==> src/rtl/seq_mult8x8_ctrl.sv <==
// seq_mult8x8_ctrl: exact unsigned 8x8 multiplier that time-shares one 4x4
// combinational core over four cycles, with a shift-add accumulator.
//
// Handshake: a transfer happens on a rising clk edge where valid and ready
// are both high. Input side: in_ready is high only in IDLE, so operands are
// taken on the edge where in_valid && in_ready. Output side: out_valid stays
// high with P stable until the edge where out_ready is also high.

// 4x4 unsigned multiplier core: shift-add of gated copies of i_a.
module nr__4x4 (
  input  logic [3:0] i_a,
  input  logic [3:0] i_b,
  output logic [7:0] o_p
);
  // Sum i_a << k for every set bit k of i_b.
  always_comb begin
    o_p = 8'd0;
    for (int k = 0; k < 4; k++) begin
      if (i_b[k]) o_p = o_p + ({4'd0, i_a} << k);
    end
  end
endmodule

module seq_mult8x8_ctrl #(
  parameter bit SKIP_ZERO = 1'b1
) (
  input  logic        clk,
  input  logic        rst_n,
  input  logic        in_valid,
  output logic        in_ready,
  input  logic [7:0]  A,
  input  logic [7:0]  B,
  output logic        out_valid,
  input  logic        out_ready,
  output logic [15:0] P,
  output logic        busy,
  output logic [1:0]  dbg_state
);

  typedef enum logic [1:0] {
    S_IDLE = 2'd0,
    S_CALC = 2'd1,
    S_DONE = 2'd2
  } state_t;

  state_t      r_state;
  state_t      w_next;
  logic [1:0]  r_step;
  logic [7:0]  r_a;
  logic [7:0]  r_b;
  logic [15:0] r_acc;
  logic        r_out_valid;
  logic        r_busy;

  logic        w_accept;
  logic        w_zero;
  logic [3:0]  w_op_a;
  logic [3:0]  w_op_b;
  logic [7:0]  w_pp;
  logic [15:0] w_pp_sh;

  // Next-state decode; accept only from IDLE, zero operands may skip CALC.
  always_comb begin
    w_next   = r_state;
    w_accept = 1'b0;
    w_zero   = (A == 8'd0) || (B == 8'd0);
    case (r_state)
      S_IDLE: begin
        if (in_valid) begin
          w_accept = 1'b1;
          w_next   = (SKIP_ZERO && w_zero) ? S_DONE : S_CALC;
        end
      end
      S_CALC: begin
        if (r_step == 2'd3) w_next = S_DONE;
      end
      S_DONE: begin
        if (out_ready) w_next = S_IDLE;
      end
      default: w_next = S_IDLE;
    endcase
  end

  // State register.
  always_ff @(posedge clk) begin
    if (!rst_n) r_state <= S_IDLE;
    else        r_state <= w_next;
  end

  // Pick the operand nibbles for the current step.
  always_comb begin
    w_op_a = r_a[3:0];
    w_op_b = r_b[3:0];
    case (r_step)
      2'd0: begin w_op_a = r_a[3:0]; w_op_b = r_b[3:0]; end
      2'd1: begin w_op_a = r_a[7:4]; w_op_b = r_b[3:0]; end
      2'd2: begin w_op_a = r_a[3:0]; w_op_b = r_b[7:4]; end
      default: begin w_op_a = r_a[7:4]; w_op_b = r_b[7:4]; end
    endcase
  end

  nr__4x4 u_core (
    .i_a (w_op_a),
    .i_b (w_op_b),
    .o_p (w_pp)
  );

  // Align the partial product to its weight; pp <= 225 so <<8 never loses bits.
  always_comb begin
    w_pp_sh = {8'd0, w_pp};
    case (r_step)
      2'd0:    w_pp_sh = {8'd0, w_pp};
      2'd1,
      2'd2:    w_pp_sh = {4'd0, w_pp, 4'd0};
      default: w_pp_sh = {w_pp, 8'd0};
    endcase
  end

  // Operand latch, step counter and accumulator; operands hold outside accept.
  always_ff @(posedge clk) begin
    if (!rst_n) begin
      r_a    <= 8'd0;
      r_b    <= 8'd0;
      r_acc  <= 16'd0;
      r_step <= 2'd0;
    end else if (w_accept) begin
      r_a    <= A;
      r_b    <= B;
      r_acc  <= 16'd0;
      r_step <= 2'd0;
    end else if (r_state == S_CALC) begin
      r_acc  <= r_acc + w_pp_sh;
      r_step <= r_step + 2'd1;
    end
  end

  // Registered status outputs, aligned with the state they describe.
  always_ff @(posedge clk) begin
    if (!rst_n) begin
      r_out_valid <= 1'b0;
      r_busy      <= 1'b0;
    end else begin
      r_out_valid <= (w_next == S_DONE);
      r_busy      <= (w_next != S_IDLE);
    end
  end

  assign in_ready  = (r_state == S_IDLE);
  assign out_valid = r_out_valid;
  assign busy      = r_busy;
  assign P         = r_acc;
  assign dbg_state = r_state;

endmodule

==> config.mk <==
export PLATFORM = sky130hd
export DESIGN_NAME = seq_mult8x8_ctrl
export DESIGN_NICKNAME = d
export VERILOG_FILES = /design/src/rtl/seq_mult8x8_ctrl.sv
export SDC_FILE = /design/constraint.sdc
export NUM_CORES = 1
export LEC_CHECK = 0
export CAP_MARGIN = 10
export CORE_ASPECT_RATIO = 1.25
export CORE_MARGIN = 4
export CORE_UTILIZATION = 51
export DETAILED_ROUTE_END_ITERATION = 8
export HOLD_SLACK_MARGIN = 0.08
export PLACE_DENSITY_LB_ADDON = 0.05
export SYNTH_ARGS = -nofsm -noshare
export SYNTH_HDL_FRONTEND = slang
export SYNTH_HIERARCHICAL = 1
export SYNTH_SLANG_ARGS = --single-unit
==> constraint.sdc <==
create_clock -name clk -period 6.2 [get_ports clk]
set_clock_uncertainty 0.05 [all_clocks]
set_input_delay 0.62 -clock clk [delete_from_list [all_inputs] [get_ports clk]]
set_output_delay 0.62 -clock clk [all_outputs]
set_load 0.02 [all_outputs]
==> results.ini, run 1 <==
[run]
max_cap_violations = 0

[critical_path]
cp_max_fo = 6
cp-end-kind = flop
cp.required_ns = 6.31
cp.depth = 25
critical_path_arrival_ns = 6.01
r2r-start = r_step[0]
cpMostUsedCell = ha_2
max_stage_delay_ns = 0.47
worstSetupPathType = reg2reg
cp_slowest_cell = fa_1
crit_path_start = r_step[0]
reg2reg_slack_ns = 0.30
path_buf_inv = 3
worst_setup_path_start_kind = flop
r2r-end = P[15]
crit_family = adder cells
reg2reg_depth = 25
crit_end = P[15]

[placed_design]
io_buffer_count = 40
hpwl_mm = 5.84
dp_cells = 485
gp_congestion = 0.904

[routing]
ant_nets = 0
dr_total_vias = 2902
drtPass1Iterations = 4
detail_route.vias_per_cell = 5.80
drc = 0
routedWlPerCell_um = 15.1
finalWirelength_mm = 7.55
drtIter0Drc = 84

[logic_synthesis]
syn_avg_cell_area_um2 = 8.04
synth_largest_area_cell = dfxtp_1
ys_seq_area_frac = 0.248
async_flop_share = 0
synth_fp_nets = 436
yosysWarnings = 6
synth-simple-area-share = 0.230
synth_top_area_frac = 0.248
synth_compound_area_frac = 0.221
synth-adder-area-share = 0.152
synth-seq-cells = 38
synth_edf_count = 0
ys_types = 55
muxShareOfSynthArea = 0.0672
synth-xor-area-share = 0.0399
ys.flop_type = dfxtp_1
synth_top_family_by_area = simple AND/OR/NAND/NOR gates
netlist_instances = 382
syn-cell-area_um2 = 3070
ys_top_cells_by_area = dfxtp_1, ha_1, nand2_1

[pwr]
swShare = 0.290
power.switching_w = 0.000178
share_comb_of_total_power = 0.225
peakVddDrop_v = 0.000144
pwr-share-clk = 0.352
p_leak_nw = 1.66
p_per_area_nw_per_um2 = 157
p_int_w = 0.000436
power_frac_seq = 0.422

[sta]
finalMaxSlewViolations = 0
worstMarginPinSlew_ns = 0.998
min_period_ns = 5.90
relSlewSlack = 0.335
hold_viol_final = 0
max_freq_ghz = 0.169
setup_tns_ns = 0
fin_hold_ws_ns = 0.418
fin_crit_sh = 0.952
setup_viol_count_final = 0

[clocking]
cts_made_buffers = 5
cts.sinks = 38
cts_root_buf = clkbuf_8
clk_pin_slew_ns = 0.08
tritoncts = built
clock_path_buffers = 2
clock_latency_ns = 0.29
htreeDepth = 2
ctsHoldBuffers = 0

[hold_path]
hp-class = reg2reg
min_from = r_b[6]

[global_route]
grt_pass1_wl_mm = 12.6
antenna_found_initial = 0
grt-ovfl-total = 0
grt_max_degree = 26
grt_usage = 0.213
grt_pass1_vias = 2803

[finish]
drive_gt1_frac = 0.191
num-nets-final = 487
final_util = 0.673
syn_to_final_growth_pct = 27.6
diodes = 0
final_cells = 500

[floorplan]
fp.coreArea_um2 = 5820
die_w_um = 77.4
rows = 31
start_util = 0.528
io_pins = 41
die_h_um = 94.8
dieArea_um2 = 7330

[run_status]
status = complete, no violations

## Yosys cell counts, types with 3 or more instances
cell and instances:
nor3_1 8, o211ai_1 3, and2_1 17, and3_1 5, nand2_1 72, nor2b_1 5
xnor2_1 8, nor4_1 6, a22o_1 4, inv_1 14, nand3_1 13, mux2i_1 6
a21oi_1 29, a21o_1 7, buf_2 5, clkbuf_1 9, fa_1 4, a21boi_0 16
o21ai_1 5, mux2_2 12, a31oi_1 5, a22oi_1 4, xor2_1 6, dfxtp_1 38
ha_1 30, o21ai_0 5, nor2_1 12
## worst register-to-register path: stages (launching register included)
cell	delay [ns]
dfxtp_2	0.37
inv_2	0.08
ha_4	0.19
nor2_4	0.11
mux2_4	0.32
and2_4	0.16
ha_2	0.17
inv_2	0.06
fa_2	0.43
mux2i_2	0.19
ha_2	0.20
inv_1	0.05
fa_1	0.47
nand2_1	0.06
a21boi_2	0.16
ha_2	0.21
fa_2	0.43
mux2_1	0.35
a22o_1	0.24
ha_2	0.31
a21o_2	0.26
a221oi_2	0.24
o21ai_1	0.11
mux2_4	0.34
nor3_4	0.19
nor3_2	0.06
## sequential cells by signal, indices dropped and copies added, names as in the netlist
register   cells
busy           1
out_valid      1
r_b            8
r_step         2
r_a            8
dbg_state      2
P             16
## how the worst min path moves through the flow
stage,endpoint,slack (ns),cells after the start
2_1_floorplan,r_a[4],0.39,2
3_3_place_gp,r_b[7],0.40,2
3_5_place_dp,r_b[5],0.41,2
4_1_cts,r_b[7],0.42,2
5_1_grt,r_a[4],0.44,2
6_report,r_b[6],0.42,2
## layout by cell type, fill, tap and decap left out, types with 3 or more instances in the layout
| cell | synthesis | final |
|---|---|---|
| a21o_1 | 7 | 7 |
| ha_2 | 0 | 5 |
| xor2_1 | 6 | 5 |
| o21ai_0 | 5 | 4 |
| nand3_1 | 13 | 13 |
| and2_1 | 17 | 16 |
| o21ai_1 | 5 | 5 |
| nor4_1 | 6 | 6 |
| nor3_1 | 8 | 7 |
| inv_1 | 14 | 11 |
| o211ai_1 | 3 | 3 |
| a21boi_0 | 16 | 16 |
| and3_1 | 5 | 5 |
| ha_4 | 0 | 4 |
| a22oi_1 | 4 | 3 |
| clkbuf_8 | 0 | 5 |
| a21oi_2 | 0 | 5 |
| a31oi_1 | 5 | 5 |
| clkdlybuf4s50_1 | 0 | 40 |
| mux2_4 | 0 | 4 |
| a21oi_1 | 29 | 24 |
| ha_1 | 30 | 21 |
| mux2_2 | 12 | 8 |
| buf_4 | 0 | 20 |
| nand2_1 | 72 | 71 |
| mux2i_1 | 6 | 5 |
| nor2_1 | 12 | 10 |
| a22o_1 | 4 | 4 |
| inv_2 | 0 | 3 |
| dfxtp_1 | 38 | 36 |
| nor2b_1 | 5 | 5 |
| xnor2_1 | 8 | 8 |
## power groups by stage
stage / combinational, W / sequential, W / clock [W]
6_report: 0.000138 / 0.000259 / 0.000216
5_1_grt: 0.000154 / 0.000260 / 0.000229
4_1_cts: 0.000126 / 0.000259 / 0.000220
3_5_place_dp: 0.000126 / 0.000265 / 0
3_3_place_gp: 0.000123 / 0.000265 / 0
2_1_floorplan: 0.0000791 / 0.000266 / 0
## final cells by class
cell class                      instances  area, um2
Multi-Input combinational cell        313       2340
Clock inverter                          3       45.0
Fill cell                             521       1900
Clock buffer                            5       68.8
Inverter                               14       52.6
Timing Repair Buffer                   61        562
Tap cell                               66       82.6
Sequential cell                        38        766
## timing repair
item / 4_1_cts / 5_1_grt
buffers inserted: 1 / 6
gates resized for setup: 4 / 40
setup endpoints to repair: 4 / 10
pin swaps: 1 / 21
## metal layers
metal,up-vias,part of all wire,track usage
met5,-,0,0
met4,0,0.020,0.0801
met3,12,0.036,0.0324
met2,58,0.53,0.413
met1,1369,0.41,0.230
li1,1463,-,-
## cell families (layout without fill, tap and decap cells)
logic type               Yosys count  count (layout)
AO/OA/AOI/OAI                     97              97
XOR/XNOR                          14              14
adder cells (fa/ha/maj)           35              35
buffers and inverters             31              83
flip-flops                        38              38
multiplexers                      19              19
AND/OR/NAND/NOR                  148             148
## through the flow
step,setup WS [ns],cell area [um2],total power (W)
3_3_place_gp,0.0684,3580,0.000388
5_1_grt,-0.0161,3920,0.000644
2_1_floorplan,0.189,3070,0.000345
6_report,0.295,3920,0.000614
3_5_place_dp,-0.0335,3580,0.000391
4_1_cts,0.0168,3720,0.000605
No activity file was read; power rests on OpenSTA's default activity.
==> run 2: changes to the inputs <==
--- a/config.mk
+++ b/config.mk
@@ -6,12 +6,11 @@
 export NUM_CORES = 1
 export LEC_CHECK = 0
 export CAP_MARGIN = 10
-export CORE_ASPECT_RATIO = 1.25
 export CORE_MARGIN = 4
 export CORE_UTILIZATION = 51
 export DETAILED_ROUTE_END_ITERATION = 8
 export HOLD_SLACK_MARGIN = 0.08
-export PLACE_DENSITY_LB_ADDON = 0.05
+export PLACE_DENSITY = 0.81
 export SYNTH_ARGS = -nofsm -noshare
 export SYNTH_HDL_FRONTEND = slang
 export SYNTH_HIERARCHICAL = 1
==> run 2 against run 1 <==
Via count up 2.8%. Global-route usage shrank 0.32 points. Largest power group is now the clock network. Critical endpoint unchanged. First-iteration DRC count rose to 2.6 times the previous value. Sequential share of layout area decreased by 0.48 points. Hold slack improved by 0.0017 ns. Count of clock-buffer cells in the layout unchanged. Register-to-register slack got worse by 0.16 ns. Die area down 0.11%. Clock power grew 22%. Routed wire length grew 12%. Power increased by 9.3%. Sequential cell count unchanged. Critical path type unchanged.
==> results.ini, run 2 (same netlist as run 1, synthesis figures left out) <==
[critical_path]
reg2reg_slack_ns = 0.13  ; -0.16 ns
cp_max_fo = 4  ; -2
worstSetupPathType = reg2reg
cp.required_ns = 6.38  ; +0.07 ns
cp-end-kind = flop
worst_setup_path_start_kind = flop
critical_path_arrival_ns = 6.25  ; +0.24 ns

[routing]
drc = 0  ; unchanged
dr_total_vias = 2983  ; +2.8%
routedWlPerCell_um = 16.8  ; +11%
drtPass1Iterations = 5  ; +1
drtIter0Drc = 218  ; +160%
detail_route.vias_per_cell = 5.91  ; +1.8%
finalWirelength_mm = 8.47  ; +12%
ant_nets = 0  ; unchanged

[sta]
relSlewSlack = 0.490  ; +0.155
setup_tns_ns = 0  ; unchanged
setup_viol_count_final = 0  ; unchanged
worstMarginPinSlew_ns = 0.764  ; -0.234 ns
finalMaxSlewViolations = 0  ; unchanged
max_freq_ghz = 0.165  ; -2.7%
min_period_ns = 6.07  ; +0.164 ns
fin_crit_sh = 0.979  ; +0.0264
hold_viol_final = 0  ; unchanged

[floorplan]
fp.coreArea_um2 = 5680  ; -2.5%
start_util = 0.541  ; +0.0133
rows = 27  ; -13%
die_h_um = 85.6  ; -9.7%
die_w_um = 85.6  ; +11%
io_pins = 41  ; unchanged
dieArea_um2 = 7330  ; -0.11%

[finish]
fillers = 425  ; -18%
drive_gt1_frac = 0.208  ; +0.0166
syn_to_final_growth_pct = 31.3
final_cell_mix = nand2_1, clkdlybuf4s50_1, dfxtp_1, a21oi_1
num-nets-final = 486  ; -0.21%
diodes = 0  ; unchanged
multiInputGateArea_um2 = 2430  ; +3.7%
final_util = 0.710  ; +0.0368
largest_reg_flops = 16  ; unchanged
final_common_cell = nand2_1
seq_area_um2 = 768  ; +0.33%

[pwr]
p_int_w = 0.000479  ; +9.9%
pwr-share-clk = 0.394  ; +0.042
peakVddDrop_v = 0.000140  ; -2.7%
p_leak_nw = 1.67  ; +0.66%
p_per_area_nw_per_um2 = 166  ; +6.2%
power_frac_seq = 0.387  ; -0.035
power.switching_w = 0.000192  ; +7.8%
swShare = 0.286  ; -0.00388
share_comb_of_total_power = 0.219  ; -0.006
power_w = 0.000671  ; +9.3%

[global_route]
grt_max_degree = 25  ; -3.8%
antenna_found_initial = 0  ; unchanged
grt_usage = 0.209  ; -0.00322
grt_pass1_vias = 2805  ; +0.071%
grt-ovfl-total = 0  ; unchanged
grt_pass1_wl_mm = 12.6  ; +0.28%

[placed_design]
gp_congestion = 0.976  ; +8.0%
io_buffer_count = 40  ; unchanged
hpwl_mm = 5.62  ; -3.8%

[clocking]
cts_made_buffers = 5  ; unchanged
tritoncts = built
cts_root_buf = clkbuf_8
ctsHoldBuffers = 0  ; unchanged
cts.sinks = 38  ; unchanged
clk_pin_slew_ns = 0.09  ; about the same
htreeDepth = 2  ; unchanged
clock_latency_ns = 0.31  ; +0.02 ns
clock_path_buffers = 2  ; unchanged

[run_status]
status = complete, no violations

[run]
max_cap_violations = 0  ; unchanged

[hold_path]
hp-class = reg2reg

run 2: power groups by stage:
stage           logic, W  registers, W  clock network (W)
2_1_floorplan  0.0000791      0.000266                  0
4_1_cts         0.000125      0.000260           0.000266
3_5_place_dp    0.000123      0.000265                  0
6_report        0.000147      0.000260           0.000264
3_3_place_gp    0.000121      0.000265                  0
5_1_grt         0.000159      0.000261           0.000276
run 2: stage by stage:
stage | hold WS (ns) | cells | instance area [um2] | setup slack [ns]
after floorplan | 0.390 | 382 | 3070 | 0.189
after global placement | 0.403 | 489 | 3570 | 0.166
after detailed placement | 0.409 | 489 | 3570 | -0.0506
after CTS | 0.422 | 497 | 3720 | 0.0248
after global routing | 0.446 | 505 | 4030 | -0.142
final | 0.420 | 505 | 4030 | 0.131
run 2: layer usage:
metal | up-vias | global-route usage | routed length (um)
li1 | 1455 | - | -
met1 | 1398 | 0.257 | 3670
met2 | 109 | 0.364 | 4150
met3 | 21 | 0.0355 | 430
met4 | 0 | 0.0791 | 217
met5 | - | 0 | 0
run 2: path summary, 6_finish.rpt:
| path | startpoint | end | cells past startpoint |
|---|---|---|---|
| hold / removal | r_b[3] | r_b[3] | 2 |
| setup reg to reg | r_step[1] | P[15] | 27 |
| setup / recovery | r_step[1] | P[15] | 27 |
| hold reg to reg | r_b[3] | r_b[3] | 2 |
run 2: repair_timing:
action / 4_1_cts / 5_1_grt
pin swaps: 0 / 27
cloned: 0 / 0
gates resized for setup: 2 / 57
buffers inserted: 0 / 8
setup endpoints to repair: 3 / 10
run 2: critical path: stages (launching register included):
cell and delay, ns:
dfxtp_4 0.39, inv_2 0.06, ha_4 0.18, nor2_4 0.12, mux2_4 0.32, and2_1 0.17, ha_2 0.18, inv_2 0.05
fa_2 0.41, mux2i_1 0.22, ha_2 0.22, inv_1 0.05, fa_2 0.51, nand2_1 0.06, a21boi_2 0.16, ha_2 0.21
fa_2 0.37, xor2_2 0.17, a32oi_2 0.23, o31ai_4 0.12, a22o_1 0.25, ha_4 0.29, nand3_1 0.13, a2111oi_4 0.33
a21oi_1 0.11, mux2_4 0.31, o21a_1 0.21, nor3_2 0.11
run 2: cell type report:
class / count / share of cell area
Inverter: 14 / 0.0130
Timing Repair Buffer: 60 / 0.138
Clock inverter: 3 / 0.0171
Multi-Input combinational cell: 313 / 0.602
Clock buffer: 5 / 0.0171
Tap cell: 72 / 0.0224
Sequential cell: 38 / 0.191
==> run 3: changes to the inputs <==
--- a/config.mk
+++ b/config.mk
@@ -7,10 +7,10 @@
 export LEC_CHECK = 0
 export CAP_MARGIN = 10
 export CORE_MARGIN = 4
-export CORE_UTILIZATION = 51
+export CORE_UTILIZATION = 60
 export DETAILED_ROUTE_END_ITERATION = 8
 export HOLD_SLACK_MARGIN = 0.08
-export PLACE_DENSITY = 0.81
+export PLACE_DENSITY = 0.89
 export SYNTH_ARGS = -nofsm -noshare
 export SYNTH_HDL_FRONTEND = slang
 export SYNTH_HIERARCHICAL = 1
==> constraint.sdc (replaced) <==
create_clock -name clk -period 7.28 [get_ports clk]
set_clock_uncertainty 0.05 [all_clocks]
set_input_delay 0.728 -clock clk [delete_from_list [all_inputs] [get_ports clk]]
set_output_delay 0.728 -clock clk [all_outputs]
set_load 0.02 [all_outputs]
==> run 3 against run 2 <==
Sequential power down 15%. Register-to-register slack better by 0.38 ns. Final cell count down 4.8%. Setup slack better by 0.38 ns. Via count down 3.1%. Clock power down 14%. Power down 18%. Sequential cell count unchanged. Critical path type unchanged.
==> results.ini, run 3 (same netlist as run 1, synthesis figures left out) <==
[clocking]
cts_setup_buffers = 0  ; unchanged
post_cts_resized = 0  ; -2
cts_made_buffers = 5  ; unchanged
ctsHoldBuffers = 0  ; unchanged
cts_root_buf = clkbuf_8
tritoncts = built
clock_latency_ns = 0.30  ; about the same
cts.sinks = 38  ; unchanged
clock_path_buffers = 2  ; unchanged
clk_pin_slew_ns = 0.09  ; about the same
htreeDepth = 2  ; unchanged

[global_route]
grt-ovfl-total = 0  ; unchanged
grt_pass1_vias = 2714  ; -3.2%
grt_max_degree = 26  ; +4.0%
grt_usage = 0.238  ; +0.0283
antenna_found_initial = 0  ; unchanged
grt_pass1_wl_mm = 12.0  ; -4.7%

[placed_design]
dp_cells = 473  ; -3.3%
gp_congestion = 0.948  ; -2.9%
pre_cts_ws_ns = 0.647  ; +0.698 ns
io_buffer_count = 40  ; unchanged
hpwl_mm = 5.55  ; -1.2%

[routing]
drtIter0Drc = 175  ; -20%
finalWirelength_mm = 7.39  ; -13%
ant_nets = 0  ; unchanged
top_layer = met4
drtPass1Iterations = 5  ; unchanged
wl_met3_um = 431  ; +0.23%
drc = 0  ; unchanged
detail_route.vias_per_cell = 6.01  ; +1.8%
wl_met2_mm = 3.64  ; -12%
routedWlPerCell_um = 15.4  ; -8.3%
met1_length_mm = 3.17  ; -14%
dr_total_vias = 2892  ; -3.1%

[sta]
fin_crit_sh = 0.929  ; -0.0497
rsz0062_at_grt = false
max_freq_ghz = 0.148  ; -10%
setup_tns_ns = 0  ; unchanged
setup_slack_ns = 0.516  ; +0.385 ns
hold_viol_final = 0  ; unchanged
setup_viol_count_final = 0  ; unchanged
worstMarginPinSlew_ns = 0.940  ; +0.177 ns
finalMaxSlewViolations = 0  ; unchanged
min_period_ns = 6.76  ; +0.695 ns
relSlewSlack = 0.373  ; -0.117

[pwr]
p_leak_nw = 1.57  ; -6.3%
p_per_area_nw_per_um2 = 152  ; -8.7%
peakVddDrop_v = 0.000107  ; -24%

[finish]
final_cell_mix = nand2_1, clkdlybuf4s50_1, dfxtp_1, ha_1, a21oi_1
drive_gt1_frac = 0.0749  ; -0.133
diodes = 0  ; unchanged
num-nets-final = 467  ; -3.9%
syn_to_final_growth_pct = 18.1
largest_reg_flops = 16  ; unchanged
final_common_cell = nand2_1
final_cells = 481  ; -4.8%

[critical_path]
critical_path_arrival_ns = 6.87  ; +0.62 ns
cp.required_ns = 7.39  ; +1.01 ns
cp_max_fo = 8  ; +4
worstSetupPathType = reg2reg
cp-end-kind = flop
worst_setup_path_start_kind = flop

[floorplan]
rows = 25  ; -7.4%
start_util = 0.633  ; +0.0923
io_pins = 41  ; unchanged
fp.coreArea_um2 = 4850  ; -15%
dieArea_um2 = 6330  ; -14%
die_w_um = 79.5  ; -7.1%
die_h_um = 79.5  ; -7.1%

[hold_path]
hp-class = reg2reg

[run_status]
status = complete, no violations

[run]
max_cap_violations = 0  ; unchanged

run 3: where the power goes:
group | switching, W | leakage, nW | internal (W)
Sequential | 0.00000526 | 0.310 | 0.000216
Combinational | 0.0000597 | 1.19 | 0.0000429
Clock | 0.0000812 | 0.0714 | 0.000146
run 3: stage by stage:
step / utilization / power [W] / cell area [um2] / hold WS [ns]
floorplan: - / 0.000294 / 3070 / 0.390
global placement: 0.719 / 0.000322 / 3480 / 0.407
detailed placement: 0.719 / 0.000327 / 3480 / 0.406
CTS: 0.748 / 0.000554 / 3630 / 0.418
global route: 0.748 / 0.000574 / 3630 / 0.442
finish: 0.748 / 0.000551 / 3630 / 0.417
run 3: metal layers:
metal | track usage | vias to the layer above
met5 | 0 | -
met3 | 0.0463 | 18
met1 | 0.272 | 1340
li1 | - | 1419
met4 | 0.0962 | 0
met2 | 0.428 | 115
run 3: path summary, 6_finish.rpt:
kind                  start  endpoint  slack, ns  depth (start not counted)
setup / recovery  r_step[0]     P[15]       0.52                         27
hold / removal       r_b[5]    r_b[5]       0.42                          2
setup reg to reg  r_step[0]     P[15]       0.52                         27
hold reg to reg      r_b[5]    r_b[5]       0.42                          2
run 3: cell type report:
type,count,area [um2]
well taps,67,83.8
multi-input cells,313,2180
repair buffers,41,408
clock buffers,6,82.6
fillers,365,1220
flip-flops and latches,38,761
inverters,14,52.6
clock inverters,2,60.1
run 3: critical path: stages, from the launching register on:
cell,delay [ns]
dfxtp_1,0.40
inv_1,0.10
ha_1,0.29
nor2_1,0.31
mux2_2,0.46
and2_1,0.21
ha_1,0.20
inv_1,0.07
fa_1,0.40
mux2i_1,0.22
ha_1,0.22
inv_1,0.06
fa_1,0.48
nand2_1,0.06
a21boi_1,0.13
ha_1,0.22
fa_1,0.42
xor2_1,0.17
a32oi_1,0.15
o31ai_1,0.15
a22o_1,0.24
ha_1,0.42
nand3_1,0.19
a2111oi_4,0.32
a21oi_1,0.10
mux2_2,0.29
nor3_1,0.22
nor3_2,0.07
==> RTL change (settings of run 1) <==
Change the parameter `SKIP_ZERO` from 1'b1 to 1'b0.
--- a/src/rtl/seq_mult8x8_ctrl.sv
+++ b/src/rtl/seq_mult8x8_ctrl.sv
@@ -23,5 +23,5 @@
 
 module seq_mult8x8_ctrl #(
-  parameter bit SKIP_ZERO = 1'b1
+  parameter bit SKIP_ZERO = 1'b0
 ) (
   input  logic        clk,
Function: changed (Yosys sat finds a counterexample within 4 cycles, from zero or initial values and one cycle with rst_n low).
==> RTL change against run 1 <==
  * Design area is 0.19% lower
  * Synthesized area is 2.4% higher
  * Critical path type unchanged
  * Combinational power is 7% higher
  * First-iteration DRC count is 46% higher
  * Largest power group unchanged
  * Count of clock-buffer cells in the layout stayed put
  * Worst setup slack worse by 0.12 ns
  * Worst hold slack worse by 0.0057 ns
  * Total power is 6.3% lower
  * Wire length is 5.5% higher
  * Sequential cell count stayed put
==> RTL change: results (changes against run 1) <==
Min path
  • Hold Path Class: register to register (unchanged)
  • Hold Crit Start: r_a[7]$_SDFFE_PN0P_ (was r_b[6]$_SDFFE_PN0P_)
  • Hold Path Sink: r_a[7]$_SDFFE_PN0P_ (was r_b[6]$_SDFFE_PN0P_)

Die
  • Rows: 31 (unchanged)

Worst setup path
  • Worst EP arrival: 6.14 ns (was 6.01 ns)
  • Slowest-stage cell, CP: a2111o_1 (was fa_1)
  • Flop2flop setup slack: 0.18 ns (was 0.30 ns)
  • CP Max Fanout: 4 (was 6)
  • Crit path launch type: register (unchanged)
  • Slowest cell delay on critical path: 0.51 ns (was 0.47 ns)

GRT
  • Met1 usage: 23.8% (was 23.0%)
  • GR Util met2: 43.0% (was 41.3%)
  • GRT Total Usage: 22.1% (was 21.3%)
  • M3 GR Usage: 3.93% (was 3.24%)
  • Number of global-route vias before repair: 2833 (was 2803)
  • First-pass GRT wire length: 13.1 mm (was 12.6 mm)

Final layout
  • FILL cells: 539 (was 521)
  • Num sequential: 38 (unchanged)
  • Final #Nets: 492 (was 487)
  • Clock-cell share of area: 2.02% (was 2.91%)
  • Non-clk bufs: 60 (was 61)
  • Nonclk inv count: 16 (was 14)
  • Area of the multi-input gates: 2350 um^2 (was 2340 um^2)
  • Non-clock buffer contribution to total cell area: 14.1% (was 14.3%)
  • Layout cells sized above 1: 16.9% (was 19.1%)
  • Diodes inserted: 0 (unchanged)
  • Multi-input gates: 317 (was 313)

Timing
  • Least-Margin Pin Slew: 0.972 ns (was 0.998 ns)

Route
  • WL met1: 3.34 mm (was 3.11 mm)
  • Drt wl/cell: 15.3 um (was 15.1 um)
  • Max Used Layer: met4 (unchanged)
  • WL met2: 4.25 mm (was 4.02 mm)
  • Via count: 2935 (was 2902)
  • 1st-iter DRT viols: 123 (was 84)
  • DR WL met3: 293 um (was 270 um)

Power and ir drop
  • Static leakage: 0.00157 uW (was 0.00166 uW)
  • P per Cell Area: 147 nW/um^2 (was 157 nW/um^2)
  • Worst VDD drop: 0.111 mV (was 0.144 mV)

Placed design
  • Pre-CTS setup slack: -0.0578 ns (was -0.0335 ns)

Synthesis
  • Most area-consuming cells after synthesis: dfxtp_1 24%, ha_1 12%, nand2_1 7.4% (was dfxtp_1 25%, ha_1 12%, nand2_1 8.8%)
  • Synthesized net count: 444 (was 436)
  • Commonest cells post-synth: 62 x nand2_1, 38 x dfxtp_1, 30 x ha_1 (was 72 x nand2_1, 38 x dfxtp_1, 30 x ha_1)
  • Sequential-to-total area share from yosys stat: 24.2% (was 24.8%)

Clock tree
  • Number of gates resized after cts: 6 (was 4)
  • Buffer count from post-CTS setup fixing: 0 (was 1)

Status
  • Status: complete, no violations (unchanged)
[RTL change: cell types whose count changed after synthesis, moves of 4 or more]
cell	before	now
a31oi_1	5	0
o21ai_0	5	14
nand4_1	1	8
nand2_1	72	62
a21oi_1	29	25
o21ai_1	5	1
nor3_1	8	4
nor2_1	12	16
[RTL change: worst min-delay path, stage by stage (launching register included)]
cell      delay, ns
dfxtp_1        0.31
nand2_1        0.05
a21boi_0       0.06
[RTL change: stage by stage]
step | total power [uW] | hold slack [ns] | instances | TNS [ns]
after global placement | 401 | 0.400 | 508 | 0
after global routing | 607 | 0.438 | 520 | -0.104
after floorplan | 355 | 0.390 | 390 | 0
after detailed placement | 403 | 0.404 | 508 | -0.0824
after CTS | 574 | 0.415 | 515 | 0
final | 575 | 0.413 | 520 | 0
[RTL change: power breakdown]
group,switching (uW),total (uW),internal (uW)
combinational,81.3,148,66.7
sequential,5.98,259,253
clock,91.8,167,75.7
[RTL change: worst max path at each step]
stage | endpoint | slack, ns | cells past startpoint
final | P[15]$_SDFFE_PP0P_ | 0.18 | 29
after global routing | P[15]$_SDFFE_PP0P_ | -0.07 | 29
after CTS | P[15]$_SDFFE_PP0P_ | 0.007 | 29
after detailed placement | P[12]$_SDFFE_PP0P_ | -0.06 | 27
after global placement | P[15]$_SDFFE_PP0P_ | 0.13 | 29
after floorplan | P[12]$_SDFFE_PP0P_ | 0.18 | 27
[RTL change: cells by family (layout without fill, tap and decap cells)]
family,Yosys count,count (layout),synth area share (%)
and+or+nand+nor,147,147,22.7
xor gates and xnor gates,14,14,4.14
DFF,38,38,24.2
AOI/OAI and AO/OA,102,102,22.5
buffers and inverters,35,83,4.98
adders and majority gates,34,34,14.5
muxes,20,20,6.97
